==> src/rtl/gol_gen_sequencer_if.sv <==
// Board-store access bundle between the generation sequencer and the
// neighbour decoder / row buffers: three read row addresses, the decoded
// new row coming back, and the write port into the inactive buffer.
interface gol_gen_sequencer_if #(
  parameter int WIDTH   = 8,
  parameter int REGBITS = 3
);
  logic [REGBITS-1:0] rd_addr1;
  logic [REGBITS-1:0] rd_addr2;
  logic [REGBITS-1:0] rd_addr3;
  logic [WIDTH-1:0]   new_row;
  logic               wr_en;
  logic [REGBITS-1:0] wr_addr;
  logic [WIDTH-1:0]   wd;

  // Sequencer side: drives addresses and the write port, consumes new_row.
  modport master (
    output rd_addr1, rd_addr2, rd_addr3, wr_en, wr_addr, wd,
    input  new_row
  );

  // Board-store / decoder side.
  modport slave (
    input  rd_addr1, rd_addr2, rd_addr3, wr_en, wr_addr, wd,
    output new_row
  );
endinterface

==> src/rtl/gol_gen_sequencer.sv <==
// Game-of-Life generation sequencer. Walks every row r of the board with its
// toroidal neighbours (r-1, r, r+1) through the external decoder, writes each
// decoded row into the inactive buffer, then flips the ping-pong bank and
// bumps the generation counter. Supports free-run, single-step and a
// programmable idle gap between generations.
module gol_gen_sequencer #(
  parameter int WIDTH   = 8,
  parameter int REGBITS = 3,
  parameter int PERW    = 16,
  parameter int CNTW    = 16
) (
  input  logic                 ph1,
  input  logic                 reset,
  input  logic                 run,
  input  logic                 step,
  input  logic [PERW-1:0]      period,
  gol_gen_sequencer_if.master  board,
  output logic                 bank,
  output logic                 busy,
  output logic                 gen_done,
  output logic [CNTW-1:0]      gen_count
);

  typedef enum logic [1:0] {
    IDLE   = 2'd0,
    EVAL   = 2'd1,
    COMMIT = 2'd2,
    WAIT   = 2'd3
  } state_t;

  // Row counter wraps naturally at 2**REGBITS, so the last row is all ones.
  localparam logic [REGBITS-1:0] LAST_ROW = '1;

  state_t             state_reg, state_next;
  logic [REGBITS-1:0] row_reg,   row_next;
  logic [PERW-1:0]    wait_reg,  wait_next;
  logic               bank_reg,  bank_next;
  logic [CNTW-1:0]    count_reg, count_next;
  logic [WIDTH-1:0]   row_data;

  // State and datapath registers; asynchronous active-low reset.
  always_ff @(posedge ph1 or negedge reset) begin
    if (!reset) begin
      state_reg <= IDLE;
      row_reg   <= '0;
      wait_reg  <= '0;
      bank_reg  <= 1'b0;
      count_reg <= '0;
    end else begin
      state_reg <= state_next;
      row_reg   <= row_next;
      wait_reg  <= wait_next;
      bank_reg  <= bank_next;
      count_reg <= count_next;
    end
  end

  // Next-state logic: row walk, commit bookkeeping and inter-generation gap.
  always_comb begin
    state_next = state_reg;
    row_next   = row_reg;
    wait_next  = wait_reg;
    bank_next  = bank_reg;
    count_next = count_reg;

    case (state_reg)
      IDLE: begin
        row_next = '0;
        // run has priority; step only matters when run is low.
        if (run || step) begin
          state_next = EVAL;
        end
      end

      EVAL: begin
        // A started generation always runs to completion, regardless of run.
        if (row_reg == LAST_ROW) begin
          row_next   = '0;
          state_next = COMMIT;
        end else begin
          row_next = row_reg + 1'b1;
        end
      end

      COMMIT: begin
        bank_next  = ~bank_reg;
        count_next = count_reg + 1'b1;
        wait_next  = period;
        if (!run) begin
          state_next = IDLE;
        end else if (period == '0) begin
          state_next = EVAL;
        end else begin
          state_next = WAIT;
        end
      end

      WAIT: begin
        // Loaded with period in COMMIT, so WAIT lasts exactly period cycles.
        if (!run) begin
          wait_next  = '0;
          state_next = IDLE;
        end else if (wait_reg == {{(PERW-1){1'b0}}, 1'b1}) begin
          wait_next  = '0;
          state_next = EVAL;
        end else begin
          wait_next = wait_reg - 1'b1;
        end
      end

      default: begin
        state_next = IDLE;
        row_next   = '0;
      end
    endcase
  end

  // Neighbour addresses wrap modulo the row count through natural overflow.
  assign board.rd_addr1 = row_reg - 1'b1;
  assign board.rd_addr2 = row_reg;
  assign board.rd_addr3 = row_reg + 1'b1;
  assign board.wr_addr  = row_reg;
  assign board.wr_en    = (state_reg == EVAL);

  // The decoder result is written back in the same cycle it is addressed.
  assign row_data = board.new_row;
  assign board.wd = row_data;

  assign bank      = bank_reg;
  assign busy      = (state_reg != IDLE);
  assign gen_done  = (state_reg == COMMIT);
  assign gen_count = count_reg;

endmodule

==> src/flat_wrapper.sv <==
// flat-port wrapper written by rule: the top's interface ports become plain ports
module gol_gen_sequencer_flat 
#(
  parameter int WIDTH   = 8,
  parameter int REGBITS = 3,
  parameter int PERW    = 16,
  parameter int CNTW    = 16
)
  (ph1, reset, run, step, period, bank, busy, gen_done, gen_count, board_rd_addr1, board_rd_addr2, board_rd_addr3, board_wr_en, board_wr_addr, board_wd, board_new_row);
  gol_gen_sequencer_if #(.WIDTH(WIDTH), .REGBITS(REGBITS)) board_i ();
  input  logic ph1;
  input  logic reset;
  input  logic run;
  input  logic step;
  input  logic [PERW-1:0] period;
  output logic bank;
  output logic busy;
  output logic gen_done;
  output logic [CNTW-1:0] gen_count;
  output wire logic [$bits(board_i.rd_addr1)-1:0] board_rd_addr1;
  output wire logic [$bits(board_i.rd_addr2)-1:0] board_rd_addr2;
  output wire logic [$bits(board_i.rd_addr3)-1:0] board_rd_addr3;
  output wire logic [$bits(board_i.wr_en)-1:0] board_wr_en;
  output wire logic [$bits(board_i.wr_addr)-1:0] board_wr_addr;
  output wire logic [$bits(board_i.wd)-1:0] board_wd;
  input wire logic [$bits(board_i.new_row)-1:0] board_new_row;
  assign board_rd_addr1 = board_i.rd_addr1;
  assign board_rd_addr2 = board_i.rd_addr2;
  assign board_rd_addr3 = board_i.rd_addr3;
  assign board_wr_en = board_i.wr_en;
  assign board_wr_addr = board_i.wr_addr;
  assign board_wd = board_i.wd;
  assign board_i.new_row = board_new_row;
  gol_gen_sequencer #(.WIDTH(WIDTH), .REGBITS(REGBITS), .PERW(PERW), .CNTW(CNTW)) u_core (.ph1(ph1), .reset(reset), .run(run), .step(step), .period(period), .board(board_i), .bank(bank), .busy(busy), .gen_done(gen_done), .gen_count(gen_count));
endmodule
==> config.mk <==
export PLATFORM = sky130hd
export DESIGN_NAME = gol_gen_sequencer_flat
export DESIGN_NICKNAME = d
export VERILOG_FILES = /design/src/rtl/gol_gen_sequencer_if.sv /design/src/rtl/gol_gen_sequencer.sv /design/src/flat_wrapper.sv
export SDC_FILE = /design/constraint.sdc
export NUM_CORES = 1
export LEC_CHECK = 0
export ABC_AREA = 1
export CORE_ASPECT_RATIO = 0.7
export CORE_UTILIZATION = 48
export CTS_CLUSTER_SIZE = 24
export DETAILED_ROUTE_END_ITERATION = 10
export PLACE_DENSITY = 0.8
export RECOVER_POWER = 25
export SLEW_MARGIN = 20
export SYNTH_ARGS = -nofsm -noshare
export SYNTH_HDL_FRONTEND = slang
export SYNTH_SLANG_ARGS = --single-unit
==> constraint.sdc <==
create_clock -name ph1 -period 1.6 [get_ports ph1]
set_input_delay 0.16 -clock ph1 [delete_from_list [all_inputs] [get_ports ph1]]
set_output_delay 0.16 -clock ph1 [all_outputs]
set_load 0.02 [all_outputs]
Word-level counts from Yosys, hierarchy flattened
Cells that the tools add are included.
- input port bits: 28
- register bits: 38
- output and inout bits: 40
- word-level logic and storage cells: 37
- reduce and logical (&&, ||, !) cells: 7
- bitwise logic cells: 1
- multiplexer cells: 12
- add/subtract/negate cells: 4
- eq/ne operators: 8
- operators with widths (cell ; number):
    $mux 16 ; 2
    $pmux 16 s2 ; 1
    $add 16x1->16 const B ; 1
    $eq 16x1->1 const B ; 1
    $logic_not 16->1 ; 1
    $sub 16x1->16 const B ; 1
    $mux 2 ; 6
    $pmux 2 s4 ; 1
    $pmux 3 s2 ; 1
    $reduce_bool 2->1 ; 3
    $eq 2x2->1 const B ; 2
    $ne 2x1->1 const B ; 2
    $add 3x1->3 const B ; 1
    $eq 3x3->1 const B ; 1
    $mux 3 ; 1
    $ne 3x2->1 const B ; 1
    $reduce_and 3->1 ; 1
    $sub 3x1->3 const B ; 1
    $eq 2x1->1 const B ; 1
    $logic_not 2->1 ; 1
    $logic_or 1x1->1 ; 1
    $not 1->1 ; 1

Logic depth before layout (Yosys ltp)
Gate-level depths: netlist of the first run.
- depth after elaboration: 4
- gate-level depth with buffers: 10
- depth with buffers taken out: 10

Least setup slack after synthesis of the first run
No wires, ideal clock.
- path kind: register to register
- start point: reg u_core.row_reg[0], in the netlist u_core.board.rd_addr2[0]
- end point: reg u_core.row_reg[1], in the netlist u_core.board.rd_addr2[1]
- data required time: 1.466 ns
- setup slack: 0.075 ns
- clock period less this slack: 1.525 ns
- arrival time: 1.391 ns
- cell stages (with the launch flop): 5
- buffers on the path: 0
- setup time: 0.134 ns
- path through: dfrtp_1 -> inv_1 -> ha_1 -> inv_1 -> o22ai_1
- longest elaborated chain between the ends: 3
- elaborated cells on any way between the ends: 4
- classes of those cells: 1 x add/sub; 1 x eq/ne; 2 x mux
- RTL lines (what ; RTL line ; text):
    start, declared ; gol_gen_sequencer.sv:35 ; logic [REGBITS-1:0] row_reg, row_next;
    start signal, assigned ; gol_gen_sequencer.sv:51 ; row_reg <= row_next;
    $add 3x1->3 ; n/a ;
    net board_rd_addr3[1] ; flat_wrapper.sv:22 ; output wire logic [$bits(board_i.rd_addr3)-1:0] board_rd_addr3;
    $mux 3 ; gol_gen_sequencer.sv:77 ; if (row_reg == LAST_ROW) begin
    $pmux 3 s2 ; gol_gen_sequencer.sv:66 ; case (state_reg)
The timed path passes the listed nets, and every way through them passes these cells.
A chain may end at the register's enable or synchronous reset.

Final worst setup path of the first run
- start point: reg u_core.row_reg[0], in the netlist u_core.board.rd_addr2[0]
- end point: out board_rd_addr2[0]
- RTL lines (what ; RTL line ; text):
    end, declared ; flat_wrapper.sv:21 ; output wire logic [$bits(board_i.rd_addr2)-1:0] board_rd_addr2;
No word-level cell between the ends.

==> flow_metrics.env, run 1 <==
export IMPL_cts_sinks=38
export IMPL_drt_antenna_violating_nets=0
export IMPL_floorplan_core_area_sq_um=4810
export IMPL_unrepaired_setup_endpoints_after_global_routing="yes"
export IMPL_die_area_sq_um=5320
export IMPL_p_clk_frac=0.141
export IMPL_fp_dieH_um=61.3
export IMPL_ctsHtreeMaxLevel=2
export IMPL_worst_hold_slack_across_all_endpoints_ps=320
export IMPL_irDropWorstVdd_v=0.00127
export IMPL_vias=2313
export IMPL_clock_insertion_delay_worst_skew_ps=300
export IMPL_synth_net_count=362
export IMPL_yosys_warnings=0
export IMPL_grt_antenna_before_repair=0
export IMPL_placementRows=21
export IMPL_power_density_cell_area_nw_per_um2=1640
export IMPL_number_of_design_rule_violations_left_by_the_first_detailed_router_iteration=207
export IMPL_final_layout_size_suffix_gt1_frac=0.106
export IMPL_drt_pre_antenna_iters=6
export IMPL_tightestPinTransition_ps=1140
export IMPL_synth_area_top_cells="sky130_fd_sc_hd__dfrtp_1 39%, sky130_fd_sc_hd__nand2_1 10%, sky130_fd_sc_hd__nor2_1 8.6%"
export IMPL_worst_path_buf_inv=2
export IMPL_postLayoutSetupSlackWorst_ps=47.0
export IMPL_power_switching_share=0.460
export IMPL_synthesis_instances=328
export IMPL_critical_path_slowest_cell="sky130_fd_sc_hd__clkdlybuf4s50_1"
export IMPL_cts_path_max_buffers=2
export IMPL_synth_top_area_share=0.394
export IMPL_mapped_avg_cell_area_sq_um=7.35
export IMPL_outcome="finished clean"
export IMPL_post_synth_num_cell_types=31
export IMPL_clock_root_buffer="sky130_fd_sc_hd__clkbuf_8"
export IMPL_dp_cells=445
export IMPL_totalWireLength_um=6090
export IMPL_timing_setup_critical_path_class="reg2out"
export IMPL_timing_clock_skew_ps=6.57
export IMPL_floorplan_io_pins=68
export IMPL_area_growth_pct=28.6
export IMPL_tritoncts="done"
export IMPL_timing_critical_path_slowest_cell_delay_ps=590
export IMPL_largest_net_degree_at_the_start_of_global_routing=21
export IMPL_hpwlAfterDp_um=4490
export IMPL_detail_route_drc_violations=0
export IMPL_max_cap_viol_count=0
export IMPL_number_of_slew_limit_violations_in_the_final_report=0
export IMPL_synth_seq_area_share=0.394
export IMPL_port_buffers=51
export IMPL_antenna_diode_count=0
export IMPL_yosys_register_bits=38
export IMPL_final_hold_violation_count=0
export IMPL_worstPathRequired_ps=1440
export IMPL_cts_reportedPaths_clkPinSlew_ps=70
export IMPL_leakage_power_total_nw=1.47
export IMPL_chip_width_um=86.7
export IMPL_initial_utilization=0.502
export IMPL_power_combinational_fraction=0.526
export IMPL_internal_power_mw=2.75
export IMPL_place_worst_setup_slack_ps=-34.8
export IMPL_first_pass_grt_wire_length_um=9440
export IMPL_grt_pass1_vias=2017
export IMPL_postSynth_asyncResetShare=1.00
export IMPL_drt_vias_per_instance=5.09
export IMPL_synthTopCellsByCount="65 x sky130_fd_sc_hd__nand2_1, 55 x sky130_fd_sc_hd__nor2_1, 38 x sky130_fd_sc_hd__dfrtp_1, 38 x sky130_fd_sc_hd__inv_1, 29 x sky130_fd_sc_hd__a21oi_1"
export IMPL_worst_setup_path_end_kind="output port"
export IMPL_global_route_usage_over_all_layers=0.236
export IMPL_top_delay_family_on_crit_path="buffers and inverters"
export IMPL_sequentialPowerShare=0.333
export IMPL_net_load_switching_power_mw=2.34
export IMPL_worst_setup_path_start_kind="flip-flop"
export IMPL_layout_worst_path_cycle_share=0.971
export IMPL_cts_inserted_buffers=5
export IMPL_finalSetupViolations=0
export IMPL_fin_crit_ps=1550
export IMPL_min_delay_path_class="in2out"
export IMPL_synth_area_sq_um=2410
export IMPL_design_final_nets=418
export IMPL_dominant_cell_type_by_area_after_synthesis="sky130_fd_sc_hd__dfrtp_1"
export IMPL_layout_cells_non_filler=454
export IMPL_postCtsSetupRepairBufs=0
export IMPL_critical_path_peak_fanout=3
export IMPL_critPathArrivalTime_ps=1390
export IMPL_synth_flop_cell="sky130_fd_sc_hd__dfrtp_1"
export IMPL_grt_remaining_overflow=0
export IMPL_synth_edf_count=0
export IMPL_slew_limit_headroom=0.240
export IMPL_post_detailed_route_wirelength_per_cell_um=13.4
export IMPL_gp_congestion=0.808
export IMPL_post_synth_top_count_cell="sky130_fd_sc_hd__nand2_1"
export IMPL_cp_cell_sequence="buf_4 -> clkdlybuf4s50_1"
export IMPL_fmax_ghz=0.644
worst reg2reg max path, cell delays in order (launching register included):
cell and delay [ps]:
sky130_fd_sc_hd__dfrtp_1 370, sky130_fd_sc_hd__inv_1 130, sky130_fd_sc_hd__ha_1 200, sky130_fd_sc_hd__nand2_1 130, sky130_fd_sc_hd__nor2_4 210, sky130_fd_sc_hd__nand2_1 80, sky130_fd_sc_hd__nand2_1 60, sky130_fd_sc_hd__nand3_1 80
sky130_fd_sc_hd__a21oi_1 150
routing by layer:
| layer | track usage | vias up | share of wire | wire [um] |
|---|---|---|---|---|
| li1 | - | 1140 | - | - |
| met5 | 0 | - | 0 | 0 |
| met4 | 0.0810 | 0 | 0.018 | 109 |
| met3 | 0.0496 | 11 | 0.070 | 429 |
| met2 | 0.358 | 85 | 0.44 | 2680 |
| met1 | 0.340 | 1077 | 0.47 | 2870 |
cells in the final DEF (no fill, tap or decap), types with 4 or more instances in the layout:
cell                              synthesis  final
sky130_fd_sc_hd__xnor2_1                  7      7
sky130_fd_sc_hd__clkdlybuf4s50_1          0     40
sky130_fd_sc_hd__inv_1                   38     39
sky130_fd_sc_hd__buf_4                   12     13
sky130_fd_sc_hd__nor2_1                  55     52
sky130_fd_sc_hd__nand2_1                 65     64
sky130_fd_sc_hd__xor2_1                  12     12
sky130_fd_sc_hd__dfrtp_1                 38     37
sky130_fd_sc_hd__dlygate4sd2_1            0      6
sky130_fd_sc_hd__nor3_1                   4      4
sky130_fd_sc_hd__nand2_2                  3      4
sky130_fd_sc_hd__ha_1                     6      6
sky130_fd_sc_hd__nand4_1                  4      4
sky130_fd_sc_hd__clkbuf_8                 0      6
sky130_fd_sc_hd__nor2_2                   3      5
sky130_fd_sc_hd__a21oi_1                 29     29
sky130_fd_sc_hd__nand3_1                 27     27
power by group through the flow:
stage                     Combinational [mW]  Clock, mW  Sequential [mW]
after floorplan                         1.70          0             1.72
after global placement                  2.72          0             1.66
after detailed placement                2.76          0             1.69
after CTS                               2.69      0.721             1.68
after global routing                    2.95      0.765             1.74
final                                   2.68      0.717             1.70
per-stage QoR:
stage / TNS [ps] / area, sq um / total power [mW] / util
after floorplan: 0 / 2410 / 3.42 / -
after global placement: -26.6 / 3000 / 4.38 / 0.625
after detailed placement: -34.8 / 3000 / 4.45 / 0.625
after CTS: 0 / 3100 / 5.09 / 0.644
after global routing: -23.6 / 3100 / 5.45 / 0.645
final: 0 / 3100 / 5.09 / 0.645
layout make-up:
cell class	count	area, sq um
clock buffers	6	82.6
inverters	40	150
flip-flops and latches	38	952
clock inverters	2	12.5
repair buffers	66	612
multi-input cells	233	1210
well taps	69	86.3
fillers	416	1710
logic make-up after synthesis:
kind of cell / synth area share
simple gates: 0.299
compound gates: 0.0954
xor+xnor: 0.0690
flops: 0.394
buf+inv: 0.112
fa+ha+maj: 0.0311
what timing repair did:
item,4_1_cts,5_1_grt
endpoints found under the hold margin,18,0
endpoints found under the setup margin,9,7
hold buffers,1,0
gates resized for setup,16,8
path summary, 6_finish.rpt:
check | depth (start not counted) | slack (ps) | start | to
max reg2reg | 8 | 110 | u_core.wait_reg[1]$_DFFE_PN0P_ | u_core.wait_reg[10]$_DFFE_PN0P_
max | 2 | 50 | u_core.board.rd_addr2[0]$_DFFE_PN0P_ | board_rd_addr2[0]
min in group asynchronous | 2 | 600 | reset | u_core.gen_count[4]$_DFFE_PN0P_
min reg2reg | 1 | 470 | u_core.bank$_DFFE_PN0P_ | u_core.bank$_DFFE_PN0P_
min | 0 | 320 | board_new_row[6] | board_wd[6]
max in group asynchronous | 3 | 300 | reset | u_core.state_reg[1]$_DFFE_PN0P_
Note: power is estimated with default switching activity, not from simulation.
==> inputs of run 2 (changes only) <==
- CORE_UTILIZATION: 48 -> 63
- DONT_BUFFER_PORTS: not set -> 1
- PLACE_DENSITY: 0.8 -> 0.79
==> run 2 against run 1 <==
Combinational power down 1%. Largest power group unchanged. Final cell count is 12% lower. First-iteration DRC count fell by 19%. Wire length grew 1.8%. Non-clock buffer count decreased by 36. Critical path depth increased by 7. Global-route usage rose by 7.5 points. Highest routed layer unchanged. Design area down 11%. Die area down 23%. Setup slack gained 13 ps. Clock skew up 1.2 ps.
==> flow_metrics.env, run 2 (same netlist as run 1, synthesis figures left out) <==
export IMPL_number_of_filler_instances_in_the_final_layout=254
export IMPL_irDropWorstVdd_v=0.00142
export IMPL_first_pass_grt_wire_length_um=9430
export IMPL_cts_reportedPaths_clkPinSlew_ps=80
export IMPL_design_final_nets=382
export IMPL_finalSetupViolations=0
export IMPL_drt_pre_antenna_iters=5
export IMPL_final_hold_violation_count=0
export IMPL_max_cap_viol_count=0
export IMPL_area_growth_pct=14.7
export IMPL_antenna_diode_count=0
export IMPL_tightestPinTransition_ps=945
export IMPL_grt_remaining_overflow=0
export IMPL_critPathArrivalTime_ps=1780
export IMPL_detail_route_drc_violations=0
export IMPL_floorplan_core_area_sq_um=3580
export IMPL_number_of_slew_limit_violations_in_the_final_report=0
export IMPL_cts_path_max_buffers=2
export IMPL_clock_insertion_delay_worst_skew_ps=300
export IMPL_worst_setup_path_end_kind="flip-flop"
export IMPL_largest_net_degree_at_the_start_of_global_routing=39
export IMPL_drt_vias_per_instance=5.68
export IMPL_timing_clock_skew_ps=7.77
export IMPL_layout_worst_path_cycle_share=0.962
export IMPL_post_layout_total_power_mw=5.36
export IMPL_vias=2266
export IMPL_port_buffers=0
export IMPL_worstPathRequired_ps=1840
export IMPL_post_detailed_route_wirelength_per_cell_um=15.5
export IMPL_global_route_usage_over_all_layers=0.312
export IMPL_layout_cells_most_common_list="65 x sky130_fd_sc_hd__nand2_1, 52 x sky130_fd_sc_hd__nor2_1, 38 x sky130_fd_sc_hd__inv_1, 38 x sky130_fd_sc_hd__dfrtp_1, 29 x sky130_fd_sc_hd__a21oi_1"
export IMPL_power_density_cell_area_nw_per_um2=1940
export IMPL_min_delay_path_class="in2reg"
export IMPL_grt_antenna_before_repair=0
export IMPL_drt_antenna_violating_nets=0
export IMPL_floorplan_io_pins=68
export IMPL_outcome="finished clean"
export IMPL_number_of_design_rule_violations_left_by_the_first_detailed_router_iteration=167
export IMPL_tritoncts="done"
export IMPL_fmax_ghz=0.649
export IMPL_layout_core_utilization=0.773
export IMPL_leakage_power_total_nw=1.36
export IMPL_slew_limit_headroom=0.370
export IMPL_worst_setup_path_start_kind="flip-flop"
export IMPL_totalWireLength_um=6200
export IMPL_gp_congestion=0.912
export IMPL_hpwlAfterDp_um=4230
export IMPL_setup_tns_ps=0
export IMPL_chip_width_um=76.0
export IMPL_final_layout_size_suffix_gt1_frac=0.155
export IMPL_cts_inserted_buffers=5
export IMPL_grt_pass1_vias=1945
export IMPL_area_used_by_multi_input_combinational_logic_sq_um=1220
export IMPL_ctsHtreeMaxLevel=2
export IMPL_most_common_cell_after_layout_fill_and_taps_aside="sky130_fd_sc_hd__nand2_1"
export IMPL_critical_path_peak_fanout=5
export IMPL_fin_crit_ps=1540
export IMPL_register_area_sq_um=951
export IMPL_cts_sinks=38
export IMPL_placementRows=18
export IMPL_fp_dieH_um=53.8
export IMPL_clock_root_buffer="sky130_fd_sc_hd__clkbuf_8"
export IMPL_initial_utilization=0.674
export IMPL_die_area_sq_um=4080
export IMPL_timing_setup_critical_path_class="reg2reg"
## run 2: changes by cell type in the layout (fill, tap and decap cells not counted), moves of 2 or more
cell                              previous run  this run
sky130_fd_sc_hd__buf_2                       2         0
sky130_fd_sc_hd__buf_4                      13        27
sky130_fd_sc_hd__clkdlybuf4s50_1            40         0
sky130_fd_sc_hd__dlygate4sd2_1               6         0
sky130_fd_sc_hd__bufinv_16                   0         2
## run 2: path summary, 6_finish.rpt
check | from | to | slack [ps] | cells after the start
worst max-delay path | u_core.wait_reg[10]$_DFFE_PN0P_ | u_core.state_reg[1]$_DFFE_PN0P_ | 60 | 9
worst min-delay path | period[3] | u_core.wait_reg[3]$_DFFE_PN0P_ | 80 | 2
worst max register to register | u_core.wait_reg[10]$_DFFE_PN0P_ | u_core.state_reg[1]$_DFFE_PN0P_ | 60 | 9
worst min register to register | u_core.wait_reg[0]$_DFFE_PN0P_ | u_core.wait_reg[0]$_DFFE_PN0P_ | 500 | 1
max in group asynchronous | reset | u_core.wait_reg[13]$_DFFE_PN0P_ | 420 | 2
min in group asynchronous | reset | u_core.state_reg[1]$_DFFE_PN0P_ | 610 | 2
## run 2: timing repair
item                                   4_1_cts  5_1_grt
setup buffers                                0        2
pin swaps                                    0        1
hold buffers                                 2        0
setup endpoints to repair                    9        7
resized for setup                            2        6
endpoints found under the hold margin       38        0
## run 2: through the flow
stage	setup WS, ps	instance area (sq um)	cells	hold slack, ps
finish	60.2	2770	399	82.3
global route	-25.4	2770	399	97.5
CTS	4.86	2730	397	78.6
detailed placement	-55.5	2550	387	-135
global placement	42.3	2550	387	-135
floorplan	74.7	2410	328	-136
## run 2: power by group
part | internal [mW] | switching [mW]
sequential | 1.29 | 0.404
clock | 0.665 | 0.357
combinational | 0.973 | 1.67
## run 2: worst max-delay path: stages, from the launching register on
cell and delay [ps]:
sky130_fd_sc_hd__dfrtp_1 450, sky130_fd_sc_hd__nor2_2 160, sky130_fd_sc_hd__nand2_1 140, sky130_fd_sc_hd__nor2_4 180, sky130_fd_sc_hd__nand2_1 60, sky130_fd_sc_hd__nand2_1 160
sky130_fd_sc_hd__nand2_1 80, sky130_fd_sc_hd__nor2_1 110, sky130_fd_sc_hd__nand2_1 70, sky130_fd_sc_hd__nand2_1 60
## run 2: final cells by class
cell class | count | share of cell area
Clock buffer | 6 | 0.0298
Timing Repair Buffer | 30 | 0.0859
Clock inverter | 2 | 0.0217
Multi-Input combinational cell | 233 | 0.442
Inverter | 40 | 0.0547
Tap cell | 50 | 0.0226
Sequential cell | 38 | 0.344
## run 2: metal layers
layer / wire [um] / vias up / GRT usage / part of all wire
met3: 582 / 15 / 0.0763 / 0.094
met1: 2840 / 1055 / 0.441 / 0.46
met4: 91 / 0 / 0.115 / 0.015
met2: 2690 / 122 / 0.471 / 0.43
li1: - / 1074 / - / -
met5: 0 / - / 0 / 0
==> inputs of run 3 (changes only) <==
- ABC_CLOCK_PERIOD_IN_PS: not set -> 1600
- SLEW_MARGIN: 20 -> not set
==> results of run 3 <==
Same layout as run 2: the final DEF is identical, and so are final timing and power.
